**src/rtl/uart_tx_stim.sv**
```systemverilog
// UART 8N1/8N2 transmitter fed by a small circular write FIFO.
// Serialises bytes LSB first at a fixed clocks-per-bit ratio; line idles high.
module uart_tx_stim #(
  parameter int CLKS_PER_BIT = 16,
  parameter int DEPTH_LOG2   = 3,
  parameter int STOP_BITS    = 1
) (
  input  logic                  clk_i,
  input  logic                  rst_i,
  input  logic [7:0]            wdata_i,
  input  logic                  wvalid_i,
  output logic                  wready_o,
  output logic [DEPTH_LOG2:0]   level_o,
  output logic                  busy_o,
  output logic                  txd_o
);

  localparam int                  DEPTH     = 1 << DEPTH_LOG2;
  localparam logic [DEPTH_LOG2:0] FULL      = (DEPTH_LOG2+1)'(DEPTH);
  localparam logic [DEPTH_LOG2:0] LVL_ONE   = (DEPTH_LOG2+1)'(1);
  localparam logic [DEPTH_LOG2-1:0] PTR_ONE = (DEPTH_LOG2)'(1);
  localparam logic [15:0]         RELOAD    = 16'(CLKS_PER_BIT - 1);
  localparam logic                STOP_LAST = 1'(STOP_BITS - 1);

  typedef enum logic [1:0] {IDLE, START, DATA, STOP} state_t;

  state_t                state;
  logic [7:0]            mem [DEPTH];
  logic [DEPTH_LOG2-1:0] wr_ptr;
  logic [DEPTH_LOG2-1:0] rd_ptr;
  logic [DEPTH_LOG2:0]   level;
  logic [15:0]           timer;
  logic [2:0]            bit_cnt;
  logic                  stop_cnt;
  logic [7:0]            shift;
  logic                  push;
  logic                  pop;
  logic                  tick;
  logic                  frame_done;

  assign wready_o   = level != FULL;
  assign level_o    = level;
  assign push       = wvalid_i & wready_o;
  assign tick       = timer == 16'd0;
  assign frame_done = (state == STOP) && tick && (stop_cnt == STOP_LAST);
  // The FSM pops either from idle or exactly at the last stop cycle, so the
  // next start bit follows the previous stop bit with no gap.
  assign pop        = (level != '0) && ((state == IDLE) || frame_done);

  always_ff @(posedge clk_i) begin
    if (push) mem[wr_ptr] <= wdata_i;
  end

  always_ff @(posedge clk_i) begin
    if (rst_i) begin
      wr_ptr <= '0;
      rd_ptr <= '0;
      level  <= '0;
    end else begin
      if (push) wr_ptr <= wr_ptr + PTR_ONE;
      if (pop)  rd_ptr <= rd_ptr + PTR_ONE;
      if (push && !pop)      level <= level + LVL_ONE;
      else if (pop && !push) level <= level - LVL_ONE;
    end
  end

  always_ff @(posedge clk_i) begin
    if (rst_i) begin
      state    <= IDLE;
      timer    <= '0;
      bit_cnt  <= '0;
      stop_cnt <= 1'b0;
      txd_o    <= 1'b1;
      busy_o   <= 1'b0;
    end else begin
      case (state)
        IDLE: begin
          txd_o <= 1'b1;
          if (pop) begin
            shift  <= mem[rd_ptr];
            txd_o  <= 1'b0;
            timer  <= RELOAD;
            busy_o <= 1'b1;
            state  <= START;
          end
        end
        START: begin
          if (tick) begin
            txd_o   <= shift[0];
            timer   <= RELOAD;
            bit_cnt <= '0;
            state   <= DATA;
          end else begin
            timer <= timer - 16'd1;
          end
        end
        DATA: begin
          if (tick) begin
            timer <= RELOAD;
            if (bit_cnt == 3'd7) begin
              txd_o    <= 1'b1;
              stop_cnt <= 1'b0;
              state    <= STOP;
            end else begin
              // shift[0] is on the line now; shift[1] is the next bit out
              shift   <= shift >> 1;
              txd_o   <= shift[1];
              bit_cnt <= bit_cnt + 3'd1;
            end
          end else begin
            timer <= timer - 16'd1;
          end
        end
        STOP: begin
          if (tick) begin
            timer <= RELOAD;
            if (stop_cnt == STOP_LAST) begin
              if (pop) begin
                shift <= mem[rd_ptr];
                txd_o <= 1'b0;
                state <= START;
              end else begin
                busy_o <= 1'b0;
                state  <= IDLE;
              end
            end else begin
              stop_cnt <= stop_cnt + 1'b1;
            end
          end else begin
            timer <= timer - 16'd1;
          end
        end
        default: state <= IDLE;
      endcase
    end
  end

endmodule

```
**config.mk**
```make
export PLATFORM = sky130hd
export DESIGN_NAME = uart_tx_stim
export DESIGN_NICKNAME = d
export VERILOG_FILES = /design/src/rtl/uart_tx_stim.sv
export SDC_FILE = /design/constraint.sdc
export NUM_CORES = 1
export LEC_CHECK = 0
export ABC_AREA = 0
export BUFFER_PORTS_ARGS = -buffer_cell sky130_fd_sc_hd__clkbuf_2
export CELL_PAD_IN_SITES_DETAIL_PLACEMENT = 0
export CELL_PAD_IN_SITES_GLOBAL_PLACEMENT = 1
export CORE_MARGIN = 2
export CORE_UTILIZATION = 55
export CTS_BUF_LIST = sky130_fd_sc_hd__clkbuf_16
export DETAILED_ROUTE_END_ITERATION = 8
export GPL_TIMING_DRIVEN = 0
export HOLD_SLACK_MARGIN = 0.06
export PLACE_DENSITY_LB_ADDON = 0.1
export SYNTH_ARGS = -nofsm -noshare
export SYNTH_HDL_FRONTEND = slang
export SYNTH_SLANG_ARGS = --single-unit
```
**constraint.sdc**
```tcl
create_clock -name clk_i -period 6.4 [get_ports clk_i]
set_clock_uncertainty 0.2 [all_clocks]
set_input_delay 0.96 -clock clk_i [delete_from_list [all_inputs] [get_ports clk_i]]
set_output_delay 0.96 -clock clk_i [all_outputs]
set_load 0.03 [all_outputs]
```
After elaboration in Yosys (flattened, before gate mapping)
Memory sizes are Yosys's and may differ from the RTL's. A register that Yosys moved wholly into a read port is not among the register bits.
Cells that the tools add are included.
Word-level totals
  output and inout port bits: 7
  logic and storage cells: 103
  bits in registers: 42
  memories: 1
  input port bits: 11
  memory bits (writable): 64
Memories
  mem: depth 8, width 8, read ports 1, clocked after memory_dff 1, wr ports 1, line 28  | logic [7:0] mem [DEPTH];
Cells by class
  eq/ne operators: 14
  bitwise logic cells: 3
  reductions and logical operators: 23
  multiplexer cells: 45
  $add $sub $neg: 7
Operators by type and width (number)
  $mux W8: 5
  $mux W16: 2
  $pmux W16 S2: 1
  $pmux W8 S3: 1
  $mux W1: 18
  $ne A2 B2 Y1 const B: 9
  $logic_not A16 Y1: 1
  $sub A16 B1 Y16 const B: 1
  $mux W3: 5
  $mux W2: 6
  $reduce_and A6 Y1: 2
  $reduce_and A5 Y1: 2
  $add A3 B1 Y3 const B: 3
  $mux W4: 2
  $pmux W2 S4: 1
  $reduce_and A4 Y1: 2
  $reduce_bool A2 Y1: 4
  $pmux W3 S2: 1
  $logic_and A1 B1 Y1: 5
  $add A4 B1 Y4 const B: 1
  $eq A2 B2 Y1 const B: 2
  $ne A4 B4 Y1 const B: 1
  $pmux W1 S2: 2
  $pmux W1 S4: 1
  12 further kinds: 14

Logic depth before layout (Yosys ltp)
Gate-level depths: netlist (run 1).
  depth after elaboration: 9
  depth in mapped cells: 14
  mapped depth without buffers: 13

Worst setup path after synthesis (run 1)
Ideal clock, no wire load.
  path kind: register to register
  start point: register level[3], in the netlist level_o[3]
  end point: register level[3], in the netlist level_o[3]
  stages on the path, launching flop included: 14
  slack: 3.106 ns
  data required time: 6.130 ns
  clock period less this slack: 3.294 ns
  library setup time: 0.070 ns
  arrival time: 3.024 ns
  buffers on the path: 2
  cells stage by stage: dfxtp_1 -> or4_1 -> clkbuf_1 -> nand3_1 -> o21a_1 -> buf_2 -> ha_1 -> inv_1 -> ha_1 -> a21o_1 -> a21oi_1 -> xnor2_1 -> or3_1 -> a21oi_1
On the way
  longest elaborated chain between the ends: 5
  elaborated cells on any way between the ends: 13
  classes of those cells: 2 x add/sub; 1 x eq/ne; 2 x mux; 1 x bitwise; 7 x reduce/logical
RTL lines
  start: declaration: line 31  | logic [DEPTH_LOG2:0] level;
  start signal: assignment: line 62  | if (push && !pop) level <= level + LVL_ONE;
  start signal: assignment: line 63  | else if (pop && !push) level <= level - LVL_ONE;
  branches (longest 5 deep; another with $sub A4 B1 Y4)
Several ways; the timed one is not identified. The select of a mux whose other input is x is not followed.
A chain may end at the register's enable or synchronous reset.

Worst setup path in the final report (run 1)
  start point: register timer[0]
  end point: register level[3], in the netlist level_o[3]
On the way
  longest elaborated chain between the ends: 8
  elaborated cells on any way between the ends: 10
  classes of those cells: 1 x mux; 9 x reduce/logical
RTL lines
  start: declaration: line 32  | logic [15:0] timer;
  start signal: assignment: line 94  | timer <= timer - 16'd1;
  start signal: assignment: line 111  | timer <= timer - 16'd1;
  start signal: assignment: line 130  | timer <= timer - 16'd1;
  $logic_not A16 Y1 *: line 44  | assign tick = timer == 16'd0;
  $logic_and A1 B1 Y1 * (2 in a row): line 45  | assign frame_done = (state == STOP) && tick && (stop_cnt == STOP_LAST);
  $logic_or A1 B1 Y1 *: line 48  | assign pop = (level != '0) && ((state == IDLE) || frame_done);
  $logic_and A1 B1 Y1 *: line 48
  $logic_not A1 Y1: line 62
  $logic_and A1 B1 Y1: line 62
  $mux W4 / $reduce_bool A2 Y1 (equally long branches)
Every way passes the cells marked *; elsewhere a longest branch is shown, timed or not.

==> results of run 1 <==
==> registers in the layout (all words and copies together), names as in the netlist, named ones only <==
register	flops
bit_cnt	3
wr_ptr	3
busy_o	1
state	2
mem	64
rd_ptr	3
level_o	4
timer	16
shift	8
txd_o	1
==> worst max path at each step <==
stage,end,start,slack (ps),cells past startpoint
finish,level_o[3],timer[0],2660,14
global route,level_o[3],timer[0],2200,14
CTS,level_o[3],timer[0],2610,14
detailed placement,level_o[3],timer[0],2660,14
global placement,level_o[3],timer[0],2660,14
floorplan,level_o[3],level_o[3],3110,13
==> worst register-to-register path, stage by stage, from the launching register on <==
cell and delay (ps):
dfxtp_1 350, inv_1 70, ha_1 180, nor3b_1 400, nand4_1 400, o21a_1 380
buf_2 230, ha_1 240, inv_1 120, ha_1 240, a21o_1 180, a21oi_1 160
xnor2_1 90, or3_1 300, a21oi_1 130
==> cells by family after synthesis <==
kind of cell | after synthesis | share of synthesized area, %
muxes | 28 | 10.2
adders and majority gates | 14 | 3.86
xor gates and xnor gates | 7 | 1.30
buffers and inverters | 28 | 2.41
and+or+nand+nor | 105 | 11.1
DFF | 108 | 60.9
AOI/OAI and AO/OA | 72 | 10.2
==> metal layers <==
layer  vias up  track usage, %  wire length, um
met5         -               0                0
met3        10            4.34              457
met1      1466            31.2             4410
met2        86            32.5             4410
li1       1453               -                -
met4         0            7.15              144
==> cells in the mapped netlist, drive strengths merged, types with 9 or more instances <==
| cell type | instances |
|---|---|
| a21oi | 15 |
| a31oi | 9 |
| clkbuf | 10 |
| dfxtp | 36 |
| edfxtp | 72 |
| ha | 13 |
| inv | 10 |
| mux2i | 11 |
| mux4 | 16 |
| nand2 | 31 |
| nor2 | 26 |
| nor3 | 14 |
| o21ai | 12 |
| o31ai | 9 |
==> power groups by stage <==
stage               combinational, W  sequential (W)  clock (W)
floorplan                   0.000714        0.000979          0
detailed placement          0.000947        0.000977          0
CTS                         0.000954        0.000962   0.000599
finish                      0.000953        0.000962   0.000589
global route                 0.00108        0.000979   0.000630
global placement            0.000924        0.000969          0
==> layout make-up <==
type	instances	share of cell area, %
Sequential cell	108	54.2
Multi-Input combinational cell	226	33.2
Clock buffer	9	4.24
Tap cell	105	2.47
Timing Repair Buffer	19	1.88
Clock inverter	7	1.84
Buffer	18	1.44
Inverter	10	0.706
==> stage by stage <==
step                      power (W)  utilization, %  hold slack [ps]  cells
after detailed placement    0.00192            60.3              265    486
after global routing        0.00269            64.4              299    502
final                       0.00250            64.4              275    502
after CTS                   0.00251            64.2              281    502
after floorplan             0.00169               -              246    362
after global placement      0.00189            59.9              245    484
==> results.sh, run 1 <==
export IMPL_final_area_um2=5320
export IMPL_most_common_layout_cells="edfxtp_1, dfxtp_1, nand2_1"
export IMPL_ys_ff_latch=108
export IMPL_comb_power_share_pct=38.1
export IMPL_antenna_found_initial=0
export IMPL_final_common_cell="edfxtp_1"
export IMPL_critPathBufInv=3
export IMPL_switching_power_w=0.000927
export IMPL_holdBufCountCts=0
export IMPL_multiInputGateArea_um2=1770
export IMPL_tns_ps=0
export IMPL_fillerInstances=616
export IMPL_avgViaCountPerCell=6.01
export IMPL_critPathMostFrequentCell="ha_1"
export IMPL_fp_coreArea_um2=8260
export IMPL_cts_root_buffer="clkbuf_16"
export IMPL_hold_class="flip-flop to flip-flop"
export IMPL_rsz0062_at_grt="no"
export IMPL_num_rows=33
export IMPL_path_cells="inv_1 -> ha_1 -> nor3b_1 -> nand4_1 -> o21a_1 -> buf_2 -> ha_1 -> inv_1 -> ha_1 -> a21o_1 -> a21oi_1 -> xnor2_1 -> or3_1 -> a21oi_1"
export IMPL_yosys_top_cells_area="edfxtp_1, dfxtp_1, mux4_2"
export IMPL_tightest_slew_ps=1360
export IMPL_netlist_instances=362
export IMPL_ys_seq_area_share_pct=60.9
export IMPL_synth_largest_area_cell="edfxtp_1"
export IMPL_drt_pass1_iter_count=5
export IMPL_final_max_slew_viol_count=0
export IMPL_syn_area_um2=4730
export IMPL_power_internal_w=0.00158
export IMPL_grt_max_degree=22
export IMPL_die_area_um2=9360
export IMPL_synth_warnings=0
export IMPL_synth_avg_cell_area_um2=13.1
export IMPL_reg2reg_from="timer[0]"
export IMPL_post_cts_buffers=0
export IMPL_cts_resized=0
export IMPL_yosysTopAreaCellShare_pct=45.7
export IMPL_slew_headroom_pct=8.71
export IMPL_cts_buffer_depth=2
export IMPL_clk_pin_slew_ps=80
export IMPL_min_to="txd_o"
export IMPL_die_width_um=96.7
export IMPL_power_frac_clock_pct=23.5
export IMPL_seqPwrFrac_pct=38.4
export IMPL_die_height_um=96.7
export IMPL_power_density_nw_per_um2=471
export IMPL_clock_fmax_ghz=0.267
export IMPL_numPortBuffers=17
export IMPL_seq_area_um2=2880
export IMPL_fin_crit_ps=3740
export IMPL_crit_slowest_cell="nor3b_1"
export IMPL_place_ws_ps=2660
export IMPL_p_leak_nw=1.86
export IMPL_cts_sinks=108
export IMPL_start_kind="flip-flop"
export IMPL_insertedDiodeCount=0
export IMPL_grt_use_total_pct=21.4
export IMPL_drc_errors=0
export IMPL_worstPathMaxFanout=10
export IMPL_cts_tree="built"
export IMPL_rrSetupSlack_ps=2660
export IMPL_cts_buffers_inserted=9
export IMPL_period_share_pct=58.5
export IMPL_area_delta_synth_final_pct=12.4
export IMPL_hold_viol_final=0
export IMPL_ys_types=53
export IMPL_drt_wl_total_um=9430
export IMPL_grt_pass1_wl_um=15300
export IMPL_drive_above_1_share_pct=18.4
export IMPL_cpPeakStageDelay_ps=400
export IMPL_routabilityCongestion=0.776
export IMPL_peakVddDrop_mv=0.255
export IMPL_cp_required_ps=6480
export IMPL_dpl_hpwl_um=6270
export IMPL_hold_path_depth=1
export IMPL_grt_pass1_vias=2853
export IMPL_clk_insertion_delay_late_ps=350
export IMPL_place_area_um2=4980
export IMPL_status="completed"
export IMPL_async_reset_ff_share_pct=0
export IMPL_grt_overflow_total=0
export IMPL_num_vias=3015
export IMPL_cpLargestDelayFamily="simple AND/OR/NAND/NOR gates"
export IMPL_setup_slack_ps=2660
export IMPL_cts_htree_levels=3
export IMPL_wl_per_cell_um=18.8
export IMPL_drv_cap=0
export IMPL_ys_flop_type="edfxtp_1"
export IMPL_setup_violations=0
export IMPL_hp_start="txd_o"
export IMPL_io_pins=18
export IMPL_initial_core_util_pct=57.3
export IMPL_worstSetupEndpointType="flip-flop"
export IMPL_worst_setup_path_type="flip-flop to flip-flop"
export IMPL_nets=417
export IMPL_rr_endpoint="level_o[3]"
export IMPL_detail_route_antenna_nets=0
export IMPL_arrival_ps=3820
export IMPL_syn_num_nets=387
export IMPL_drt_iter0_markers=197
export IMPL_swShare_pct=37.0
export IMPL_ff2ff_path_depth=14
export IMPL_synth_edf_count=72
Note: power is estimated with default switching activity, not from simulation.
==> run 2, diff against run 1 <==
ABC_AREA = 1   (was 0)
CORE_UTILIZATION = 48   (was 55)
clock period = 3.61 ns   (was 6.4 ns; I/O delays follow)
==> run 2 against run 1 <==
Flip-flop and latch count is the same. Non-clock buffer count shrank 2. Area after synthesis grew 4.2%. Cell count grew 33%. Clock power grew 60%. Hold slack lost 10 ps. Utilization shrank 9.1 points. Synthesized cell count grew 40%. Fmax grew 30%. Largest cell class unchanged. Highest routed layer unchanged.
==> results.sh, run 2 <==
export IMPL_hold_path_depth=1
export IMPL_netlist_instances=506
export IMPL_cp_required_ps=3640
export IMPL_setup_violations=0
export IMPL_clock_fmax_ghz=0.347
export IMPL_slew_headroom_pct=28.2
export IMPL_routabilityCongestion=0.790
export IMPL_ys_ff_latch=108
export IMPL_die_height_um=105
export IMPL_rr_endpoint="level_o[3]"
export IMPL_largest_reg_flops=64
export IMPL_worstSetupEndpointType="flip-flop"
export IMPL_numPortBuffers=16
export IMPL_crit_start="timer[0]"
export IMPL_syn_num_nets=531
export IMPL_synth_avg_cell_area_um2=9.74
export IMPL_grt_pass1_vias=3356
export IMPL_detail_route_antenna_nets=0
export IMPL_drc_errors=0
export IMPL_die_area_um2=11100
export IMPL_num_vias=3597
export IMPL_drive_above_1_share_pct=14.0
export IMPL_peakVddDrop_mv=0.383
export IMPL_holdBufCountCts=0
export IMPL_arrival_ps=2910
export IMPL_antenna_found_initial=0
export IMPL_cts_root_buffer="clkbuf_16"
export IMPL_largestRegisters="mem x64, timer x16, shift x8"
export IMPL_worstPathMaxFanout=10
export IMPL_start_kind="flip-flop"
export IMPL_drt_wl_total_um=11200
export IMPL_synth_largest_area_cell="edfxtp_1"
export IMPL_rrSetupSlack_ps=730
export IMPL_final_max_slew_viol_count=0
export IMPL_final_area_um2=5460
export IMPL_wl_per_cell_um=16.7
export IMPL_nets=558
export IMPL_p_leak_nw=2.11
export IMPL_post_cts_buffers=0
export IMPL_ys_top_cells_by_count="edfxtp_1, nor2_1, nand2_1, o21ai_0, inv_1"
export IMPL_die_width_um=105
export IMPL_grt_pass1_wl_um=17600
export IMPL_critPathCapture="level_o[3]"
export IMPL_dpl_hpwl_um=7640
export IMPL_insertedDiodeCount=0
export IMPL_drt_iter0_markers=257
export IMPL_status="completed"
export IMPL_drv_cap=0
export IMPL_tightest_slew_ps=1070
export IMPL_clk_insertion_delay_late_ps=350
export IMPL_grt_use_total_pct=20.9
export IMPL_ff2ff_path_depth=19
export IMPL_io_pins=18
export IMPL_cts_resized=0
export IMPL_cts_buffer_depth=2
export IMPL_reg2reg_from="timer[0]"
export IMPL_grt_max_degree=20
export IMPL_grt_overflow_total=0
export IMPL_cts_buffers_inserted=9
export IMPL_num_rows=36
export IMPL_cts_htree_levels=3
export IMPL_most_common_layout_cells="nor2_1, edfxtp_1, nand2_1"
export IMPL_top_register="mem"
export IMPL_hold_viol_final=0
export IMPL_worst_setup_path_type="flip-flop to flip-flop"
export IMPL_tns_ps=0
export IMPL_multiInputGateArea_um2=1770
export IMPL_drt_pass1_iter_count=5
export IMPL_yosys_top_cells_area="edfxtp_1, dfxtp_1, nor2_1"
export IMPL_clk_pin_slew_ps=70
export IMPL_place_area_um2=5170
export IMPL_ys_seq_area_share_pct=58.5
export IMPL_period_share_pct=79.8
export IMPL_avgViaCountPerCell=5.37
export IMPL_rsz0062_at_grt="no"
export IMPL_fillerInstances=916
export IMPL_ys_flop_type="edfxtp_1"
export IMPL_seq_area_um2=2880
export IMPL_cts_sinks=108
export IMPL_async_reset_ff_share_pct=0
export IMPL_fin_crit_ps=2880
export IMPL_initial_core_util_pct=50.0
export IMPL_yosysTopAreaCellShare_pct=43.9
export IMPL_syn_area_um2=4930
export IMPL_area_delta_synth_final_pct=10.7
export IMPL_power_density_nw_per_um2=794
export IMPL_ys_types=43
export IMPL_cts_tree="built"
export IMPL_fp_coreArea_um2=9860
export IMPL_hold_class="primary input to flip-flop"
export IMPL_synth_edf_count=72
export IMPL_synth_warnings=0
-- run 2: layer usage --
metal  vias up  part of all wire, %  GRT usage (%)
met3        11                  5.8           3.77
met5         -                    0              0
met1      1701                   49           32.0
met4         0                  1.1           5.81
li1       1799                    -              -
met2        86                   44           30.3
-- run 2: report_power, final --
| group | total (W) | internal (W) | leakage [nW] | switching [W] |
|---|---|---|---|---|
| clock | 0.000945 | 0.000480 | 0.140 | 0.000465 |
| combinational | 0.00174 | 0.000573 | 1.02 | 0.00116 |
| sequential | 0.00165 | 0.00153 | 0.952 | 0.000117 |
-- run 2: worst max-delay path: stages (launching register included) --
cell     delay (ps)
dfxtp_1         300
inv_1           120
ha_1            190
nand2_1         120
nor2_1          150
nand2_2          90
nand2_4         120
nand2_4          80
buf_6           150
ha_1            200
inv_1           120
ha_1            240
nand2_1          70
nand2_1          50
a21oi_1         190
nand2_1          80
nand2_1          60
nor2_1           40
o21ai_0         140
a21oi_1          50
-- run 2: final cells by class --
cell class	instances	area share, %
multi-input combinational	331	32.3
tap	133	3.05
sequential	108	52.8
clock buffer	9	4.13
inverter	48	3.30
timing repair buffer	16	1.47
buffer	19	1.83
clock inverter	6	1.05
-- run 2: worst min-delay path by stage --
stage                           from        end  slack (ps)
final                     wdata_i[7]  mem[4][7]         260
after global routing      wdata_i[7]  mem[6][7]         270
after CTS                 wdata_i[7]  mem[4][7]         260
after detailed placement      busy_o     busy_o         260
after global placement        busy_o     busy_o         260
after floorplan             timer[5]   timer[5]         250
-- run 2: cells by family after synthesis --
family,Yosys count,synth area share [%]
and+or+nand+nor,201,18.1
DFF,108,58.5
AOI/OAI and AO/OA,113,13.5
adders and majority gates,14,3.71
xor gates and xnor gates,3,0.533
buffers and inverters,67,5.69
-- run 2: metrics by stage --
stage / power (W) / util, % / setup slack [ps] / hold slack, ps / cells
6_report: 0.00433 / 55.3 / 728 / 264 / 670
5_1_grt: 0.00465 / 55.3 / 403 / 275 / 670
4_1_cts: 0.00435 / 55.3 / 734 / 260 / 670
3_5_place_dp: 0.00340 / 52.5 / 752 / 258 / 655
3_3_place_gp: 0.00338 / 52.5 / 793 / 256 / 655
2_1_floorplan: 0.00295 / - / 904 / 254 / 506
